## src/rtl/gba_cmd_parser.sv

```systemverilog
// Framed command front end: assembles 10-byte host frames, validates them, answers ACK/NAK
// and kicks GBAPakReader with an offset/length pair, then holds off until the dump completes.
module gba_cmd_parser #(
  parameter int unsigned TIMEOUT_CYCLES = 2700000,
  parameter logic [7:0]  SYNC_BYTE      = 8'hA5
) (
  input  logic        pin_clk,
  input  logic        rst,
  input  logic        uart_byteReady,
  input  logic [7:0]  uart_DataIn,
  output logic        resp_valid,
  output logic [7:0]  resp_data,
  input  logic        resp_ready,
  output logic [23:0] pak_readOffset,
  output logic [24:0] pak_readLength,
  output logic        pak_startDump,
  input  logic        pak_dumpCompleted,
  output logic        busy,
  output logic [2:0]  last_err
);

  localparam int unsigned TW = $clog2(TIMEOUT_CYCLES + 1);
  localparam logic [7:0] ACK = 8'h06;
  localparam logic [7:0] NAK = 8'h15;

  typedef enum logic [3:0] {
    IDLE, RX_OP, RX_OFF, RX_LEN, RX_CHK, CHECK, RESP, START, BUSY
  } state_t;

  state_t        state;
  logic [TW-1:0] toCnt;
  logic [1:0]    byteIdx;
  logic [7:0]    op, chkSum, rxChk;
  logic [23:0]   off;
  logic [31:0]   len;
  logic [2:0]    errCode;
  logic [25:0]   endAddr;
  logic          timedOut;

  assign timedOut = (toCnt == TW'(TIMEOUT_CYCLES - 1));

  // Validation rules, evaluated in priority order; 0 means the frame is good.
  always_comb begin
    endAddr = {2'b00, off} + len[25:0];
    errCode = 3'd0;
    if (chkSum != rxChk)
      errCode = 3'd1;
    else if (op != 8'h01 && op != 8'h02)
      errCode = 3'd2;
    else if (len == 32'd0 || len > 32'h0100_0000)
      errCode = 3'd3;
    else if (op == 8'h01 && endAddr > 26'h100_0000)
      errCode = 3'd4;
  end

  always_ff @(posedge pin_clk) begin
    if (rst) begin
      state          <= IDLE;
      toCnt          <= '0;
      byteIdx        <= '0;
      op             <= '0;
      chkSum         <= '0;
      rxChk          <= '0;
      off            <= '0;
      len            <= '0;
      resp_valid     <= 1'b0;
      resp_data      <= '0;
      pak_readOffset <= '0;
      pak_readLength <= '0;
      pak_startDump  <= 1'b0;
      busy           <= 1'b0;
      last_err       <= '0;
    end else begin
      pak_startDump <= 1'b0;
      case (state)
        IDLE: if (uart_byteReady && uart_DataIn == SYNC_BYTE) begin
          state  <= RX_OP;
          chkSum <= '0;
          toCnt  <= '0;
        end
        RX_OP, RX_OFF, RX_LEN, RX_CHK: begin
          if (uart_byteReady) begin
            toCnt <= '0;
            case (state)
              RX_OP: begin
                op      <= uart_DataIn;
                chkSum  <= chkSum ^ uart_DataIn;
                byteIdx <= '0;
                state   <= RX_OFF;
              end
              RX_OFF: begin
                off     <= {off[15:0], uart_DataIn};
                chkSum  <= chkSum ^ uart_DataIn;
                byteIdx <= (byteIdx == 2'd2) ? 2'd0 : byteIdx + 2'd1;
                if (byteIdx == 2'd2) state <= RX_LEN;
              end
              RX_LEN: begin
                len     <= {len[23:0], uart_DataIn};
                chkSum  <= chkSum ^ uart_DataIn;
                byteIdx <= byteIdx + 2'd1;
                if (byteIdx == 2'd3) state <= RX_CHK;
              end
              default: begin
                rxChk <= uart_DataIn;
                state <= CHECK;
              end
            endcase
          end else if (timedOut) begin
            // A stalled host gets a NAK straight away, bypassing CHECK.
            resp_valid <= 1'b1;
            resp_data  <= NAK;
            last_err   <= 3'd5;
            state      <= RESP;
          end else begin
            toCnt <= toCnt + TW'(1);
          end
        end
        CHECK: begin
          resp_valid <= 1'b1;
          state      <= RESP;
          if (errCode == 3'd0) begin
            resp_data <= ACK;
          end else begin
            resp_data <= NAK;
            last_err  <= errCode;
          end
        end
        RESP: if (resp_ready) begin
          resp_valid <= 1'b0;
          if (resp_data == ACK && op == 8'h01) begin
            pak_readOffset <= off;
            pak_readLength <= len[24:0];
            pak_startDump  <= 1'b1;
            busy           <= 1'b1;
            state          <= START;
          end else begin
            state <= IDLE;
          end
        end
        START: state <= BUSY;
        BUSY: if (pak_dumpCompleted) begin
          busy  <= 1'b0;
          state <= IDLE;
        end
        default: state <= IDLE;
      endcase
    end
  end

endmodule

```

## config.mk

```make
export PLATFORM = sky130hd
export DESIGN_NAME = gba_cmd_parser
export DESIGN_NICKNAME = d
export VERILOG_FILES = /design/src/rtl/gba_cmd_parser.sv
export SDC_FILE = /design/constraint.sdc
export NUM_CORES = 1
export LEC_CHECK = 0
export BUFFER_PORTS_ARGS = -buffer_cell sky130_fd_sc_hd__buf_4
export CAP_MARGIN = 0
export CORE_ASPECT_RATIO = 1.25
export CORE_UTILIZATION = 45
export CTS_CLUSTER_SIZE = 40
export DETAILED_ROUTE_END_ITERATION = 16
export SYNTH_ARGS = -nofsm -noshare
export SYNTH_HDL_FRONTEND = slang
export SYNTH_SLANG_ARGS = --single-unit
```

## constraint.sdc

```tcl
create_clock -name pin_clk -period 3.5 [get_ports pin_clk]
set_clock_uncertainty 0.2 [all_clocks]
set_input_delay 0.35 -clock pin_clk [delete_from_list [all_inputs] [get_ports pin_clk]]
set_output_delay 0.35 -clock pin_clk [all_outputs]
set_load 0.05 [all_outputs]
```

==> run_results.csv <==
group,metric,value,unit
pwr,peakVddDrop,0.2861,mV
routing,dr.pass1.iters,5,
synthesis,synth_top_family_by_area,"simple AND/OR/NAND/NOR gates",
worst_setup_path,worst-setup-path-type,"reg2reg",
timing,relSlewSlack,52.46,%
worst_setup_path,cp_max_fo,9,
worst_setup_path,cp-start-kind,"flip-flop",
global_routing,grt_pass1_vias,7443,
routing,drt_wl_total,24600,um
placement,gp_congestion,0.9497,
final_layout,finalNetCount,1235,
synthesis,synth_cell_types,72,
routing,wl_met3,837,um
timing,worst_slew_pin_slew,0.7131,ns
floorplanning,core,0.01817,sq mm
synthesis,syn_inst,1078,
routing,avgViaCountPerCell,5.475,
placement,dpl-instance-area,0.009520,sq mm
clocking,cts_buffers,17,
final_layout,fin_area,0.01026,sq mm
worst_setup_path,worstPathArrival,3.51,ns
floorplanning,die_width,124.0,um
placement,place_ws,0.02445,ns
placement,dp_cells,1392,
synthesis,synth_compound_area_share,18.59,%
final_layout,drive_gt1_share,17.59,%
final_layout,final_common_cell,"nand2_1",
routing,dr_wl_met2,12000,um
synthesis,synth_enable_flop_cells,0,
placement,place.detailed.hpwl,18020,um
synthesis,synthSimpleGateAreaFrac,25.46,%
synthesis,yosys.area_share.adder,4.575,%
worst_setup_path,end_kind,"flip-flop",
routing,final_antenna_net_count,0,
pwr,powerDensity,422.0,mW/mm^2
final_layout,mostFrequentLayoutCells,"264 x nand2_1, 164 x dfxtp_1, 149 x a21oi_1",
global_routing,grt_max_degree,52,
clocking,root_buffer,"clkbuf_16",
synthesis,synth-seq-area-share,39.71,%
final_layout,instances_no_fill,1433,
floorplanning,fp-row-count,55,
timing,whs,0.01137,ns
clocking,cts_tree,"yes",
clocking,cts_buffer_depth,2,
clocking,htreeDepth,4,
timing,fin_crit,3.364,ns
final_layout,area_delta_synth_final,22.58,%
synthesis,ys_warn_count,0,
floorplanning,ios,76,
synthesis,avgSynthCellArea,7.763,sq um
routing,met1Wirelength,10780,um
outcome,status,"completed",
synthesis,syn_area,0.008368,sq mm
timing,final-hold-violation-count,0,
routing,drt-initial-drc-count,593,
timing,slew_violations,0,
min_path,worstHoldPathCells,3,
routing,wl_per_cell,17.17,um
timing,fin_ws,0.1357,ns
min_path,hold_path_class,"in2reg",
routing,drc,0,
floorplanning,die_area,0.01915,sq mm
timing,fin_crit_sh,96.12,%
global_routing,grt.total_usage,26.76,%
routing,via_count,7846,
routing,routed.top_layer,"met4",
synthesis,synth.area.mux_share,2.901,%
clocking,clk_pin_slew,0.07,ns
job,drv_cap,0,
pwr,p_leak,4.084,nW
final_layout,diodes,0,
synthesis,synth-seq-cells,166,
synthesis,synthXorXnorAreaFrac,4.605,%
floorplanning,fp.dieH,154.5,um
clocking,clk_latency,0.44,ns
timing,setup_viol,0,
placement,numPortBuffers,71,
floorplanning,start_util,46.06,%
global_routing,grt_remaining_overflow,0,
global_routing,antenna_found_initial,0,
synthesis,async_flop_share,0,%
worst_setup_path,crit_required,3.65,ns
timing,clock.fmax,0.2972,GHz
global_routing,grt_pass1_wl,39520,um
worst_setup_path,rr_worst_depth,11,
clocking,cts.sinks,166,
synthesis,synth_ff_type,"dfxtp_1",
timing,setup_tns,0,ns
==> where the power goes <==
part	internal, mW	total [mW]	switching [mW]
Sequential	1.93	1.98	0.0483
Combinational	0.193	0.481	0.289
Clock	1.01	1.87	0.854
Total	3.14	4.33	1.19
==> synth_stat cells (all sizes together), types with 5 or more instances <==
library cell / n / area, sq um
buf: 12 / 81.32
o21a: 8 / 60.06
inv: 18 / 67.56
or3: 11 / 68.82
a21o: 7 / 52.55
o21ai: 27 / 135.1
nand4: 22 / 137.6
xor2: 27 / 236.5
nand3b: 6 / 45.04
nor4: 12 / 81.33
o221ai: 5 / 43.79
mux2i: 22 / 220.2
o211ai: 5 / 37.54
a21oi: 151 / 767.0
dfxtp: 166 / 3323
xnor2: 17 / 148.9
nand3: 15 / 75.07
and3: 11 / 68.82
nor3: 15 / 75.07
and2: 6 / 38.79
ha: 29 / 362.9
o31ai: 5 / 42.54
clkbuf: 52 / 195.2
a31oi: 5 / 31.28
nor2: 89 / 334.1
nand2: 265 / 994.7
a211oi: 7 / 62.56
==> per-stage QoR <==
step | util, % | total power [mW]
2_1_floorplan | - | 2.361
3_3_place_gp | 52.40 | 2.494
3_5_place_dp | 52.40 | 2.498
4_1_cts | 55.98 | 4.371
5_1_grt | 56.46 | 4.492
6_report | 56.46 | 4.328
==> state kept, by name, summed over array words and instances (netlist names) <==
signal,count
byteIdx,2
state,4
len,32
busy,1
chkSum,8
resp_data,3
op,8
toCnt,22
pak_readOffset,24
rxChk,8
off,24
resp_valid,1
pak_startDump,1
last_err,3
pak_readLength,25
==> area by class of cell <==
| cell class | count | area [sq um] |
|---|---|---|
| repair buffers | 156 | 1215 |
| fillers | 1753 | 7910 |
| flip-flops and latches | 166 | 3326 |
| well taps | 228 | 285.3 |
| clock buffers | 17 | 425.4 |
| multi-input cells | 833 | 4776 |
| clock inverters | 15 | 162.7 |
| inverters | 18 | 67.56 |
==> routing by layer <==
layer	global-route usage [%]	up-vias
li1	-	3966
met1	33.52	3637
met2	44.18	198
met3	4.204	45
met4	13.10	0
met5	0	-
==> critical path: stages, from the launching register on <==
cell      delay [ns]
dfxtp_1         0.40
ha_2            0.36
a21o_1          0.20
a2111o_1        0.44
a21oi_4         0.20
o31ai_2         0.12
xor2_1          0.16
a2111o_1        0.40
nor4_2          0.29
buf_4           0.19
o311ai_4        0.12
a21oi_1         0.20
==> cells by family (layout without fill, tap and decap cells) <==
group,Yosys count,after routing
flops,166,166
fa+ha+maj,30,30
buf+inv,82,206
mux,23,23
simple gates,479,479
compound gates,253,253
xor+xnor,44,44
other cells,1,4
==> final timing paths <==
check,slack [ns],startpoint,endpoint
worst max-delay path,0.14,len[9],resp_data[1]
worst min-delay path,0.01,uart_DataIn[0],off[0]
worst max register to register,0.14,len[9],resp_data[1]
worst min register to register,0.25,pak_readOffset[3],pak_readOffset[3]
==> repair_timing <==
item                                    in CTS  in global routing
endpoints found under the setup margin       1                  5
resized for setup                            1                 16
pin swaps                                    0                  7
endpoints found under the hold margin       11                  0
buffers inserted                             0                  3
hold buffers                                 6                  0
No activity file was read; power rests on OpenSTA's default activity.
